### config.mk
export PLATFORM = sky130hd
export DESIGN_NAME = mmio_uart_tx
export DESIGN_NICKNAME = d
export VERILOG_FILES = /design/src/rtl/uart_pkg.sv /design/src/rtl/sync_fifo.sv /design/src/rtl/mmio_uart_tx.sv
export SDC_FILE = /design/constraint.sdc
export NUM_CORES = 1
export LEC_CHECK = 0
export ABC_AREA = 1
export CAP_MARGIN = 10
export CORE_MARGIN = 4
export CORE_UTILIZATION = 51
export DETAILED_ROUTE_END_ITERATION = 7
export GPL_TIMING_DRIVEN = 1
export PLACE_DENSITY = 0.81
export SLEW_MARGIN = 20
export SYNTH_ARGS = -nofsm -noshare
export SYNTH_HDL_FRONTEND = slang
export SYNTH_SLANG_ARGS = --single-unit
### constraint.sdc
create_clock -name clk -period 3.1 [get_ports clk]
set_input_delay 0.62 -clock clk [delete_from_list [all_inputs] [get_ports clk]]
set_output_delay 0.62 -clock clk [all_outputs]
set_load 0.01 [all_outputs]
### src/rtl/uart_pkg.sv
// Shared types and constants for the MMIO UART transmitter.
// UART_TX_PARITY_EN adds an even-parity bit state to the serial FSM.
package uart_pkg;

`ifdef UART_TX_PARITY_EN
    typedef enum logic [2:0] {StIdle, StStart, StData, StParity, StStop} tx_state_e;
    localparam logic PARITY_EN = 1'b1;
`else
    typedef enum logic [2:0] {StIdle, StStart, StData, StStop} tx_state_e;
    localparam logic PARITY_EN = 1'b0;
`endif

    localparam int unsigned STAT_BUSY  = 0;
    localparam int unsigned STAT_EMPTY = 1;
    localparam int unsigned STAT_FULL  = 2;
    localparam int unsigned STAT_OVF   = 3;
    localparam int unsigned STAT_PAR   = 4;

    localparam logic [31:0] UART_ADDR_DATA   = 32'h1000_0000;
    localparam logic [31:0] UART_ADDR_STATUS = 32'h1000_0004;

endpackage

### src/rtl/sync_fifo.sv
// Synchronous FIFO with registered occupancy count; push when full and pop when empty are ignored.
module sync_fifo #(
    parameter int unsigned Width = 8,
    parameter int unsigned Depth = 8
) (
    input  logic                     clk_i,
    input  logic                     reset_i,
    input  logic                     push_i,
    input  logic                     pop_i,
    input  logic [Width-1:0]         wdata_i,
    output logic [Width-1:0]         rdata_o,
    output logic                     full_o,
    output logic                     empty_o,
    output logic [$clog2(Depth):0]   count_o
);
    localparam int unsigned AW = $clog2(Depth);
    localparam int unsigned CW = AW + 1;

    logic [Width-1:0] mem_q [Depth];
    logic [AW-1:0]    wr_q, rd_q;
    logic [CW-1:0]    count_q;
    logic             push_ok, pop_ok;

    assign full_o  = (count_q == CW'(Depth));
    assign empty_o = (count_q == '0);
    assign count_o = count_q;
    assign rdata_o = mem_q[rd_q];
    assign push_ok = push_i && !full_o;
    assign pop_ok  = pop_i && !empty_o;

    always_ff @(posedge clk_i) begin
        if (reset_i) begin
            wr_q    <= '0;
            rd_q    <= '0;
            count_q <= '0;
        end else begin
            if (push_ok) wr_q <= wr_q + AW'(1);
            if (pop_ok)  rd_q <= rd_q + AW'(1);
            count_q <= count_q + CW'(push_ok) - CW'(pop_ok);
        end
    end

    // Storage needs no reset: pointers and count define validity.
    always_ff @(posedge clk_i) begin
        if (push_ok) mem_q[wr_q] <= wdata_i;
    end

endmodule

### src/rtl/mmio_uart_tx.sv
// Memory-mapped 8N1 UART transmitter with TX FIFO and status register.
// Define UART_TX_PARITY_EN for an even-parity bit (8E1 frames).
module mmio_uart_tx
    import uart_pkg::*;
#(
    parameter logic [31:0] ADDR_DATA    = UART_ADDR_DATA,
    parameter logic [31:0] ADDR_STATUS  = UART_ADDR_STATUS,
    parameter int unsigned CLKS_PER_BIT = 16,
    parameter int unsigned FIFO_DEPTH   = 8
) (
    input  logic        clk,
    input  logic        reset,
    input  logic        memwrite,
    input  logic [31:0] dataadr,
    input  logic [31:0] writedata,
    output logic        sel,
    output logic [31:0] status_rdata,
    output logic        txd,
    output logic        irq_empty
);
    localparam int unsigned BW = $clog2(CLKS_PER_BIT);
    localparam int unsigned CW = $clog2(FIFO_DEPTH) + 1;

    tx_state_e     state_q, state_d;
    logic [BW-1:0] baud_q, baud_d;
    logic [2:0]    bit_q, bit_d;
    logic [7:0]    shift_q, shift_d;
    logic          par_q, par_d;
    logic          txd_q, txd_d;
    logic          ovf_q, ovf_d;
    logic          irq_q, irq_d;

    logic          hit_data, hit_status, push_req, push_ok, pop, baud_wrap;
    logic          fifo_full, fifo_empty;
    logic [7:0]    fifo_rdata;
    logic [CW-1:0] fifo_count, count_next;

    assign hit_data   = (dataadr == ADDR_DATA);
    assign hit_status = (dataadr == ADDR_STATUS);
    assign sel        = hit_data || hit_status;
    assign push_req   = memwrite && hit_data;
    assign push_ok    = push_req && !fifo_full;
    assign baud_wrap  = (baud_q == BW'(CLKS_PER_BIT - 1));
    assign txd        = txd_q;
    assign irq_empty  = irq_q;

    sync_fifo #(
        .Width (8),
        .Depth (FIFO_DEPTH)
    ) u_fifo (
        .clk_i   (clk),
        .reset_i (reset),
        .push_i  (push_ok),
        .pop_i   (pop),
        .wdata_i (writedata[7:0]),
        .rdata_o (fifo_rdata),
        .full_o  (fifo_full),
        .empty_o (fifo_empty),
        .count_o (fifo_count)
    );

    always_comb begin
        status_rdata             = '0;
        status_rdata[STAT_BUSY]  = (state_q != StIdle);
        status_rdata[STAT_EMPTY] = fifo_empty;
        status_rdata[STAT_FULL]  = fifo_full;
        status_rdata[STAT_OVF]   = ovf_q;
        status_rdata[STAT_PAR]   = PARITY_EN;
    end

    always_comb begin
        ovf_d = ovf_q;
        if (push_req && fifo_full) begin
            ovf_d = 1'b1;
        end else if (memwrite && hit_status && writedata[0]) begin
            ovf_d = 1'b0;
        end
    end

    always_comb begin
        state_d = state_q;
        baud_d  = baud_q;
        bit_d   = bit_q;
        shift_d = shift_q;
        par_d   = par_q;
        txd_d   = txd_q;
        pop     = 1'b0;
        if (state_q != StIdle) baud_d = baud_wrap ? '0 : baud_q + BW'(1);
        unique case (state_q)
            StIdle: begin
                if (!fifo_empty) begin
                    pop     = 1'b1;
                    shift_d = fifo_rdata;
                    par_d   = ^fifo_rdata;
                    state_d = StStart;
                    txd_d   = 1'b0;
                    baud_d  = '0;
                end
            end
            StStart: begin
                if (baud_wrap) begin
                    state_d = StData;
                    bit_d   = '0;
                    txd_d   = shift_q[0];
                end
            end
            StData: begin
                if (baud_wrap) begin
                    if (bit_q == 3'd7) begin
`ifdef UART_TX_PARITY_EN
                        state_d = StParity;
                        txd_d   = par_q;
`else
                        state_d = StStop;
                        txd_d   = 1'b1;
`endif
                    end else begin
                        bit_d   = bit_q + 3'd1;
                        shift_d = shift_q >> 1;
                        txd_d   = shift_q[1];
                    end
                end
            end
`ifdef UART_TX_PARITY_EN
            StParity: begin
                if (baud_wrap) begin
                    state_d = StStop;
                    txd_d   = 1'b1;
                end
            end
`endif
            StStop: begin
                if (baud_wrap) begin
                    // Chain straight into the next start bit when data is waiting.
                    if (!fifo_empty) begin
                        pop     = 1'b1;
                        shift_d = fifo_rdata;
                        par_d   = ^fifo_rdata;
                        state_d = StStart;
                        txd_d   = 1'b0;
                    end else begin
                        state_d = StIdle;
                    end
                end
            end
            default: state_d = StIdle;
        endcase
    end

    assign count_next = fifo_count + CW'(push_ok) - CW'(pop);
    assign irq_d      = (count_next == '0) && (state_d == StIdle);

    always_ff @(posedge clk) begin
        if (reset) begin
            state_q <= StIdle;
            baud_q  <= '0;
            bit_q   <= '0;
            shift_q <= '0;
            par_q   <= 1'b0;
            txd_q   <= 1'b1;
            ovf_q   <= 1'b0;
            irq_q   <= 1'b1;
        end else begin
            state_q <= state_d;
            baud_q  <= baud_d;
            bit_q   <= bit_d;
            shift_q <= shift_d;
            par_q   <= par_d;
            txd_q   <= txd_d;
            ovf_q   <= ovf_d;
            irq_q   <= irq_d;
        end
    end

endmodule

# Yosys cells after proc, flatten, opt, wreduce, memory -nomap -nowiden
# Memory sizes are Yosys's and may differ from the RTL's. A register that Yosys moved wholly into a read port is not among the register bits.
# Cells that the tools add are included.
# totals
regBits	31
word_cells	89
input_bits	67
out_inout_bits	35
ramBits	64
memories	1
# classes
n_mux	35
addsub	8
reduce_logical	23
eq_ne	12
# memory_table
memory	depth	width	read_ports	rd_clocked_by_memory_dff	write_ports	line	rtl
u_fifo.mem_q	8	8	1	1	1	sync_fifo.sv:19	logic [Width-1:0] mem_q [Depth];
# ops
op	n
32-bit by 29-bit equality test with 1-bit output (second input constant)	2
8-bit two-way mux	4
3-bit two-way mux	10
8-bit one-hot mux with 3 select lines	1
4-bit two-way mux	4
1-bit two-way mux	12
3-bit one-hot mux with 4 select lines	1
4-bit AND reduction	3
3-bit by 1-bit adder with 3-bit output (second input constant)	3
4-bit by 1-bit adder with 4-bit output	2
4-bit equality test (second input constant)	2
1-bit logical AND	8
4-bit zero test	2
2-bit != test (second input constant)	4
4-bit by 1-bit subtractor with 4-bit output	2
3-bit by 2-bit equality test with 1-bit output (second input constant)	2
3-bit zero test	2
3-bit one-hot mux with 2 select lines	1
3-bit nonzero test	2
4-bit by 1-bit adder with 4-bit output (second input constant)	1
1-bit one-hot mux with 4 select lines	1
2-bit nonzero test	2
4-bit nonzero test	1
3-bit by 1-bit equality test with 1-bit output (second input constant)	1
4 further kinds	5

# Longest topological paths before layout
# logic_depth
depth_word	7
depth_mapped	16
ltp_nobuf	16

# Modules after synthesis
# Synthesis repeated with hierarchy kept, for this count alone.
# hier_totals
hier_cells	636
hier_area_um2	5280.1
# by_module_without_submodules
mod	n_inst	seq_area_each_um2	area_per_inst_um2	cells_per_inst
sync_fifo	1	2182.1	3560.9	375
mmio_uart_tx	1	420.4	1719.1	261

# Worst setup path before layout
# OpenSTA, ideal clock, no wires.
# synth_path
kind	in2reg
start	input port dataadr[15]
end	register irq_q, in the netlist irq_empty
slack_ns	0.690
t_arrival_ns	2.335
setup_time_ns	0.074
path_stages	14
n_path_buf	0
t_required_ns	3.026
path_cell_list	nor2_1 -> nand2_1 -> nor2_1 -> nand2_1 -> nor2_2 -> nand3_2 -> inv_2 -> ha_1 -> inv_1 -> fa_1 -> nand2_1 -> nor3_1 -> nand3_1 -> o21ai_0
# synth_between
elab_chain_cells	7
# synth_rtl
element	line	rtl
from (decl)	mmio_uart_tx.sv:14	input logic [31:0] dataadr,
32-bit by 29-bit equality test with 1-bit output	mmio_uart_tx.sv:38	assign hit_data = (dataadr == ADDR_DATA);
1-bit logical AND	mmio_uart_tx.sv:41	assign push_req = memwrite && hit_data;
1-bit logical AND	mmio_uart_tx.sv:42	assign push_ok = push_req && !fifo_full;
4-bit by 1-bit adder with 4-bit output	mmio_uart_tx.sv:150	assign count_next = fifo_count + CW'(push_ok) - CW'(pop);
4-bit by 1-bit subtractor with 4-bit output	mmio_uart_tx.sv:150	
4-bit zero test	mmio_uart_tx.sv:151	assign irq_d = (count_next == '0) && (state_d == StIdle);
1-bit logical AND	mmio_uart_tx.sv:151	
to (signal assigned)	mmio_uart_tx.sv:171	irq_q <= irq_d;
to (decl)	mmio_uart_tx.sv:31	logic irq_q, irq_d;
# Every way passes these cells.
# A chain may end at the register's enable or synchronous reset.

# Final worst setup path
# layout_path
start	input port dataadr[28]
end	output port sel
# layout_between
elab_chain_cells	2
word_cells_on_any_way	3
cone_classes	eq/ne: 2; reduce/logical: 1
# layout_rtl
element	line	rtl
32-bit by 29-bit equality test with 1-bit output, on equally long branches	mmio_uart_tx.sv:38, mmio_uart_tx.sv:39	
1-bit logical OR *	mmio_uart_tx.sv:40	assign sel = hit_data || hit_status;
to (decl)	mmio_uart_tx.sv:16	output logic sel,
# Every way passes the cells marked *; elsewhere a longest branch is shown, timed or not.

==> run metrics <==
Post-DRT Antenna Nets 0; Die ar. 0.0108 mm^2; Worst-Margin Slew roughly 1000 ps; setup TNS 0 ps; Crit-path slowest cell clkdlybuf4s50_1; largest family of logic cells by synthesized area simple AND/OR/NAND/NOR gates; area leader, netlist edfxtp_1; FF+latch count, synth 98; pwr/cell area 656 mW/mm^2; vias in the first global route 3348; crit end category output port; DP Cell Count 665; placed standard-cell area 0.00520 mm^2; Die Y between 100 and 150 um; Design Power 3.56 mW; CP max stage delay 560 ps; nets 651; VDD IR-drop max 0.000358 V; final setup fails 0; floorplan row count 34; Syn Std Cell Area ~0.0047 mm^2; crit share post-route 0.886; Post-route DRC 0; top cells by area, synth edfxtp_1 (41%), dfxtp_1 (15%), nand2_1 (9.3%); clock root buffer clkbuf_8; Setup Fix Bufs, Post-CTS 0; die width 104 um; deepest clock path buffer count 2; CTS sink cnt 98; cell family with most CP delay buffers and inverters; Crit Path Class in2out; post-synthesis simple-gate area fraction 0.237; clk_lat worst skew 370 ps; ys async rst share 0; reg-to-reg slack, setup 540 ps; fin crit period 2750 ps; largest net degree at the start of global routing 33; Initial Util 0.530; first-pass GRT wire length around 15 mm; Pre-antenna DRT Iters 5; fraction of layout cells with a size suffix above 1 0.0716; unrepaired setup endpoints after global routing false; Worst Setup Start Kind input port; final instance area 0.00542 mm^2; Worst Skew around 8.6 ps; DP Wirelength 6.53 mm; Area growth syn-to-layout 15.6%; CTS buffer count 9; critical path arrival 2130 ps; CP max FO 3; Cell Chain, Critical Path clkdlybuf4s50_1 -> inv_1 -> nor2_1 -> nand2_1 -> nor2_1 -> nand2_1 -> a21oi_1 -> clkdlybuf4s50_1; GR Overflow Total 0; Worst Path Buf+Inv 3; post-synthesis sequential area ratio 0.555; Iteration-0 DRC Markers 203; Mapped Avg Cell Area 9.11 um^2; f_max about 360 MHz; Final Hold Viols 0; Worst-path clk slew about 90 ps; post-cts repair resize count 0; final std cells w/o fill ~680; Synth Area in Compound Gates 0.0587; mux cell area share after synthesis 0; total track usage 0.174; number of diodes 0; total core area 0.00885 mm^2; Ports 102; Syn. warnings 0; Routed WL 9.40 mm; top cell type's share of synthesized area 0.410; Leak Pwr approximately 2.2 nW; Post-Syn Instances 515; status finished clean; xor and xnor area share after synthesis 0.00374; most frequent cell after synthesis nand2_1; Port Buffers 49; max-slew violation total from the final report 0; routed length per instance 13.8 um; DR vias/cell about 5.2; hold_buf cts 0; Vias ~3500; fillers 698; Synth top cells by count nand2_1 (116), nor2_1 (70), edfxtp_1 (64); Post-synth top flop edfxtp_1; CTS tree built; antenna violations before repair 0; Hold Path Class reg2reg; Worst Path Required 2480 ps; Slew headroom 0.350; number of synthesized flops with an enable pin 64; post-synth cell types 34; GP Congestion ~0.84; Post-Synth Adder-Cell Area 0.0459; max-cap violations 0; H-tree depth 3
==> flip-flops by register name (all words and copies together) (netlist names), named ones only <==
register and cells:
ovf_q 1, irq_empty 1, shift_q 8, u_fifo.wr_q 3
bit_q 3, u_fifo.rd_q 3, u_fifo.count_o 4, baud_q 4
u_fifo.mem_q 64, state_q 3, txd 1
==> per-stage QoR <==
stage / utilization / worst slack (ps) / hold WS [ps]
3_5_place_dp: 0.588 / 14.4 / 457
2_1_floorplan: - / 690 / 438
4_1_cts: 0.613 / 328 / 471
3_3_place_gp: 0.588 / 120 / 450
5_1_grt: 0.613 / 182 / 492
6_report: 0.613 / 353 / 470
==> report_power, final <==
part | switching (mW) | leakage, nW | internal, mW | total [mW]
sequential | 0.0504 | 0.853 | 1.48 | 1.53
combinational | 0.683 | 1.22 | 0.422 | 1.10
clock | 0.460 | 0.110 | 0.463 | 0.923
==> layout make-up <==
cell class	count	area, um^2	area share
clock buffers	9	124	0.0228
inverters	40	150	0.0277
clock inverters	7	100	0.0185
well taps	108	135	0.0249
multi-input cells	358	1730	0.319
repair buffers	61	581	0.107
flip-flops and latches	98	2600	0.480
==> layout by cell type, fill, tap and decap left out, types with 2 or more instances in the layout <==
| master | n |
|---|---|
| nor2_1 | 70 |
| inv_6 | 2 |
| nand2_1 | 116 |
| o21ai_0 | 23 |
| a21oi_1 | 20 |
| bufinv_16 | 2 |
| nor2_2 | 2 |
| inv_2 | 2 |
| clkbuf_8 | 9 |
| nand3_1 | 58 |
| nand2_2 | 3 |
| nor3_1 | 3 |
| inv_1 | 38 |
| nand4_1 | 2 |
| nand3_2 | 2 |
| clkdlybuf4s50_1 | 49 |
| nor2_4 | 2 |
| buf_4 | 12 |
| edfxtp_1 | 64 |
| fa_1 | 2 |
| ha_1 | 14 |
| dfxtp_1 | 34 |
| o211ai_1 | 2 |
| conb_1 | 29 |
==> worst reg2reg max path, delay by kind of cell, from the launching register on <==
| family | cells | cell delay (ps) |
|---|---|---|
| adder cells (fa/ha/maj) | 3 | 910 |
| flip-flops | 1 | 360 |
| AO/OA/AOI/OAI | 1 | 150 |
| buffers and inverters | 3 | 310 |
| AND/OR/NAND/NOR | 6 | 770 |
==> per-layer routing <==
| layer | part of all wire | GRT usage | up-vias |
|---|---|---|---|
| met5 | 0 | 0 | - |
| met4 | 0.013 | 0.0674 | 0 |
| met3 | 0.066 | 0.0403 | 9 |
| met2 | 0.50 | 0.302 | 129 |
| met1 | 0.42 | 0.210 | 1652 |
| li1 | - | - | 1745 |
==> path summary, 6_finish.rpt <==
check                               startpoint                      end  cells after the start
hold reg to reg        shift_q[2]$_SDFFE_PP0P_  shift_q[2]$_SDFFE_PP0P_                      2
setup / recovery                   dataadr[28]                      sel                      8
setup reg to reg  u_fifo.count_o[1]$_SDFF_PP0_     irq_empty$_SDFF_PP1_                     13
hold / removal         shift_q[2]$_SDFFE_PP0P_  shift_q[2]$_SDFFE_PP0P_                      2
==> logic make-up (layout without fill, tap and decap cells) <==
family                     Yosys count  count (layout)
and+or+nand+nor                    260             260
DFF                                 98              98
buffers and inverters               87             117
AOI/OAI and AO/OA                   51              51
adders and majority gates           16              16
xor gates and xnor gates             2               2
other                                1              29
Power figures use the tool's default switching activity.
